==> config.mk <==
export PLATFORM = sky130hd
export DESIGN_NAME = mio_bus
export DESIGN_NICKNAME = d
export VERILOG_FILES = /design/src/rtl/mio_bus.sv
export SDC_FILE = /design/constraint.sdc
export NUM_CORES = 1
export LEC_CHECK = 0
export CAP_MARGIN = 20
export CORE_ASPECT_RATIO = 1.1
export CORE_MARGIN = 3
export CORE_UTILIZATION = 45
export DETAILED_ROUTE_END_ITERATION = 8
export DONT_BUFFER_PORTS = 1
export SKIP_LAST_GASP = 1
export SLEW_MARGIN = 20
export SYNTH_ARGS = -nofsm -noshare
export SYNTH_HDL_FRONTEND = slang
export SYNTH_SLANG_ARGS = --single-unit
==> constraint.sdc <==
create_clock -name clk -period 2.1 [get_ports clk]
set_input_delay 0.525 -clock clk [delete_from_list [all_inputs] [get_ports clk]]
set_output_delay 0.525 -clock clk [all_outputs]
set_load 0.005 [all_outputs]
==> src/rtl/mio_bus.sv <==
// mio_bus: CPU memory/IO responder decoding word accesses to block RAM, switches, LEDs and a free-running counter
module mio_bus #(
  parameter int RAM_AW  = 10,
  parameter int RAM_LAT = 2
) (
  input  logic              clk,
  input  logic              reset,
  input  logic              mem_r,
  input  logic              mem_w,
  input  logic [31:0]       addr_bus,
  input  logic [31:0]       Cpu_data2bus,
  output logic [31:0]       data2CPU,
  output logic              MIO_ready,
  output logic              bus_err,
  output logic [RAM_AW-1:0] ram_addr,
  output logic [31:0]       ram_din,
  output logic              ram_we,
  input  logic [31:0]       ram_dout,
  input  logic [15:0]       sw,
  output logic [15:0]       led
);
  localparam int WW = $clog2(RAM_LAT + 1);
  typedef enum logic [1:0] {IDLE, RAM_WAIT, DONE} state_t;
  state_t state, state_nx;
  logic [RAM_AW-1:0] a_q;
  logic [31:0] d_q, cnt, wa;
  logic [WW-1:0] wcnt;
  logic req, acc, wr, rd, is_ram, is_sw, is_led, is_cnt, unmapped, wait_end;
  logic unused_ok;
  assign unused_ok = ^addr_bus[1:0];
  assign wa = {addr_bus[31:2], 2'b00};
  assign req = mem_r | mem_w;
  assign acc = (state == IDLE) & req;
  assign wr = mem_w;
  assign rd = mem_r & ~mem_w;
  assign is_ram = addr_bus[31:RAM_AW+2] == '0;
  assign is_sw = wa == 32'hE000_0000;
  assign is_led = wa == 32'hF000_0000;
  assign is_cnt = wa == 32'hF000_0004;
  assign unmapped = ~(is_ram | is_sw | is_led | is_cnt);
  assign wait_end = (state == RAM_WAIT) & (wcnt == WW'(1));
  always_ff @(posedge clk)
    if (reset) state <= IDLE;
    else state <= state_nx;
  always_comb begin
    state_nx = state == IDLE     ? (req ? ((rd & is_ram) ? RAM_WAIT : DONE) : IDLE) :
               state == RAM_WAIT ? (wait_end ? DONE : RAM_WAIT) : IDLE;
  end
  always_comb begin
    MIO_ready = (state == DONE) | ((state == IDLE) & ~req);
    ram_addr = a_q;
    ram_din = d_q;
  end
  always_ff @(posedge clk) begin
    if (reset) begin
      a_q <= '0;
      d_q <= '0;
      wcnt <= '0;
      data2CPU <= '0;
      led <= '0;
      cnt <= '0;
      bus_err <= 1'b0;
      ram_we <= 1'b0;
    end else begin
      ram_we <= acc & wr & is_ram;
      cnt <= (acc & wr & is_cnt) ? Cpu_data2bus : cnt + 32'd1;
      if (acc) begin
        a_q <= addr_bus[RAM_AW+1:2];
        d_q <= Cpu_data2bus;
        wcnt <= WW'(RAM_LAT);
      end else if (state == RAM_WAIT) wcnt <= wcnt - WW'(1);
      if (acc & wr & is_led) led <= Cpu_data2bus[15:0];
      if (acc & (unmapped | (mem_r & mem_w))) bus_err <= 1'b1;
      if (acc & rd & ~is_ram)
        data2CPU <= is_sw ? {16'h0, sw} : is_led ? {16'h0, led} : is_cnt ? cnt : 32'h0;
      else if (wait_end) data2CPU <= ram_dout;
    end
  end
endmodule
==> results.py <==
metrics = {
    "clocking": {
        "cts_buffer_depth": 2,
        "cts_resized": 0,
        "cts_num_sinks": 128,
        "cts_buffers": 17,
        "hold_buffers": 0,
        "worstSkewPairLatency_ns": 0.42,
        "h-tree-depth": 4,
        "cts_tree": "yes",
        "root_buffer": "clkbuf_16",
        "cts.clk_slew.worst_paths_ns": 0.06,
        "postCtsSetupBuffers": 0,
    },
    "synth": {
        "netlist_instances": 719,
        "synth_compound_area_share_pct": 19.0,
        "synth_top_family_by_area": "simple AND/OR/NAND/NOR gates",
        "yosys_warnings": 0,
        "muxShareOfSynthArea_pct": 5.46,
        "synthDistinctLibCells": 42,
        "synthAdderAreaFrac_pct": 0.413,
        "mappedNetlistArea_um2": 6050,
        "synth-simple-area-share_pct": 24.0,
        "synthXorXnorAreaFrac_pct": 4.34,
        "syn_area_per_cell_um2": 8.42,
        "ys_seq_area_share_pct": 42.3,
        "ys_ff_latch": 128,
        "syn_nets": 837,
    },
    "place": {
        "hpwl_um": 11500,
        "gp_congestion": 0.811,
        "io_buffers": 0,
    },
    "sta": {
        "finalSetupViolations": 0,
        "hold_viol": 0,
        "rsz0062_at_grt": "no",
        "max_clock_freq_mhz": 521,
        "holdWs_ns": 0.173,
        "fin_crit_ns": 1.92,
        "setup_tns_ns": 0,
        "slew_headroom_pct": 75.1,
        "slew_violations": 0,
        "skew_ns": 0.00575,
        "tightest_slew_ns": 0.370,
        "fin_crit_sh_pct": 91.3,
    },
    "layout": {
        "utilization_pct": 54.6,
        "n_antenna_cell": 0,
        "syn_to_final_growth_pct": 16.1,
        "seqCellArea_um2": 2560,
        "fill_cells": 1208,
        "drive_gt1_share_pct": 17.7,
        "nets": 834,
        "multi_input_area_um2": 3340,
    },
    "floorplanning": {
        "die_x_um": 117,
        "num_io_pins": 209,
        "die_area_um2": 14900,
        "coreArea_um2": 12900,
        "start_util_pct": 47.1,
        "rows": 43,
        "dieHeight_um": 128,
    },
    "route": {
        "wirelength_met1_um": 6540,
        "avgViaCountPerCell": 5.68,
        "routed.top_layer": "met4",
        "wire_per_inst_um": 18.1,
        "vias": 5033,
        "drt_iter0_markers": 330,
        "finalWirelength_um": 16000,
        "wl_met2_um": 7840,
        "wl_met3_um": 1260,
        "drc": 0,
        "ant_nets": 0,
        "drtPass1Iterations": 4,
    },
    "worst_hold_path": {
        "whs_path_depth": 1,
        "min-delay-start": "reset",
        "hold_path.class": "input port to flip-flop",
        "holdPathEnd": "cnt[24]",
    },
    "grt": {
        "antenna_found_initial": 0,
        "grt_pass1_wl_um": 25300,
        "grt_usage_pct": 21.6,
        "globalRouteOverflowTotal": 0,
        "grt_max_degree": 130,
        "grt_pass1_vias": 5077,
    },
    "setup_path": {
        "worst_r2r_endpoint": "cnt[18]",
        "max_stage_delay_ns": 0.43,
        "regToRegSetupSlack_ns": 0.18,
        "cp_data_arrival_time_ns": 2.25,
        "startpoint_type": "flip-flop",
        "critPathKind": "flip-flop to flip-flop",
        "worstPathRequired_ns": 2.44,
        "critical_path_peak_fanout": 6,
        "reg2reg_depth": 7,
        "path_cells": "ha_1 > nand3_1 > nor4_1 > buf_4 > nor2b_1 > xnor2_1 > a211oi_2",
        "cpMaxStageDelayCell": "dfxtp_1",
        "cp-end-kind": "flip-flop",
        "r2r-start": "cnt[0]",
    },
    "power": {
        "ir_drop_uv": 499,
        "p_leak_nw": 2.39,
        "powerDensity_nw_per_um2": 846,
    },
    "run_status": {
        "status": "finished clean",
    },
    "run": {
        "drv_cap": 0,
    },
}
==> sequential cells by signal, summed over array words and instances (netlist names) <==
| signal | cells |
|---|---|
| cnt | 32 |
| data2CPU | 32 |
| ram_din | 32 |
| led | 16 |
| ram_addr | 10 |
| state | 2 |
| wcnt | 2 |
| bus_err | 1 |
| ram_we | 1 |
==> worst max-delay path: cells and delay by family, from the launching register on <==
family	cells	cell delay, ns
buffers and inverters	1	0.20
XOR/XNOR	1	0.09
AND/OR/NAND/NOR	3	0.67
AO/OA/AOI/OAI	1	0.22
flip-flops	1	0.43
adder cells (fa/ha/maj)	1	0.23
==> worst max path at each step <==
stage,to,start
after floorplan,cnt[22],addr_bus[5]
after global placement,cnt[1],addr_bus[5]
after detailed placement,cnt[22],addr_bus[5]
after CTS,cnt[18],cnt[0]
after global routing,cnt[18],cnt[0]
final,cnt[18],cnt[0]
==> Yosys cell counts <==
cell type | count | area share (%)
nor4b_1 | 1 | 0.14
nand2b_1 | 2 | 0.21
ha_1 | 2 | 0.41
a22o_1 | 1 | 0.14
nand4_4 | 1 | 0.35
and4_1 | 3 | 0.43
nand3_1 | 32 | 2.6
o21ai_1 | 2 | 0.17
and3_1 | 3 | 0.31
mux2i_1 | 33 | 5.5
dfxtp_1 | 128 | 42
nor2b_1 | 1 | 0.10
a21o_1 | 16 | 2.0
nor4_4 | 6 | 2.1
clkbuf_1 | 32 | 2.0
buf_2 | 8 | 0.66
buf_6 | 5 | 0.93
a211oi_1 | 1 | 0.12
or4_1 | 2 | 0.25
a211oi_2 | 31 | 6.4
a21oi_1 | 77 | 6.4
nor4_1 | 4 | 0.41
nor4bb_1 | 1 | 0.17
xnor2_1 | 11 | 1.6
a21oi_2 | 1 | 0.14
nor3_1 | 8 | 0.66
a22oi_1 | 16 | 2.0
nand4_1 | 10 | 1.0
nand3b_1 | 1 | 0.12
and2_1 | 1 | 0.10
inv_1 | 9 | 0.56
nor2_1 | 63 | 3.9
buf_4 | 2 | 0.25
o21ai_0 | 17 | 1.4
o22ai_1 | 1 | 0.10
buf_1 | 2 | 0.12
xor2_1 | 19 | 2.7
nand3_2 | 1 | 0.17
nand2_1 | 159 | 9.9
nor4_2 | 4 | 0.83
or4b_2 | 1 | 0.17
o22a_1 | 1 | 0.14
==> report_power, final <==
group	leakage, nW	switching, mW	internal, mW
registers	1.04	0.0583	2.50
clock network	0.302	1.07	2.07
logic	1.05	0.140	0.102
total	2.39	1.27	4.67
==> layer usage <==
layer / track usage (%) / vias to the layer above
met5: 0 / -
met4: 8.91 / 0
met3: 6.96 / 29
met2: 35.8 / 174
met1: 25.6 / 2350
li1: - / 2480
==> cells by family after synthesis <==
family | Yosys count
and+or+nand+nor | 304
AOI/OAI and AO/OA | 164
DFF | 128
buffers and inverters | 58
muxes | 33
xor gates and xnor gates | 30
adders and majority gates | 2
==> placed cells by master (no fill, tap or decap), drive strengths merged, types with 16 or more instances in the layout <==
| cell type | count |
|---|---|
| a211oi | 32 |
| a21o | 16 |
| a21oi | 78 |
| a22oi | 16 |
| buf | 27 |
| clkbuf | 22 |
| dfxtp | 128 |
| mux2i | 33 |
| nand2 | 159 |
| nand3 | 33 |
| nor2 | 63 |
| o21ai | 19 |
| xor2 | 19 |
==> metrics by stage <==
step	total power, mW	setup WS (ns)	cells	cell area, µm²
after floorplan	2.83	-0.00333	719	6170
after global placement	2.84	0.0634	854	6390
after detailed placement	2.86	0.0486	854	6390
after CTS	6.02	0.158	886	7030
after global routing	6.15	0.00921	886	7030
final	5.94	0.182	886	7030
==> area by class of cell <==
| cell class | instances | share of cell area [%] |
|---|---|---|
| Timing Repair Buffer | 27 | 3.78 |
| Sequential cell | 128 | 36.5 |
| Multi-Input combinational cell | 533 | 47.5 |
| Tap cell | 157 | 2.80 |
| Inverter | 9 | 0.481 |
| Clock buffer | 22 | 6.75 |
| Clock inverter | 10 | 2.24 |
Power figures use the tool's default switching activity.
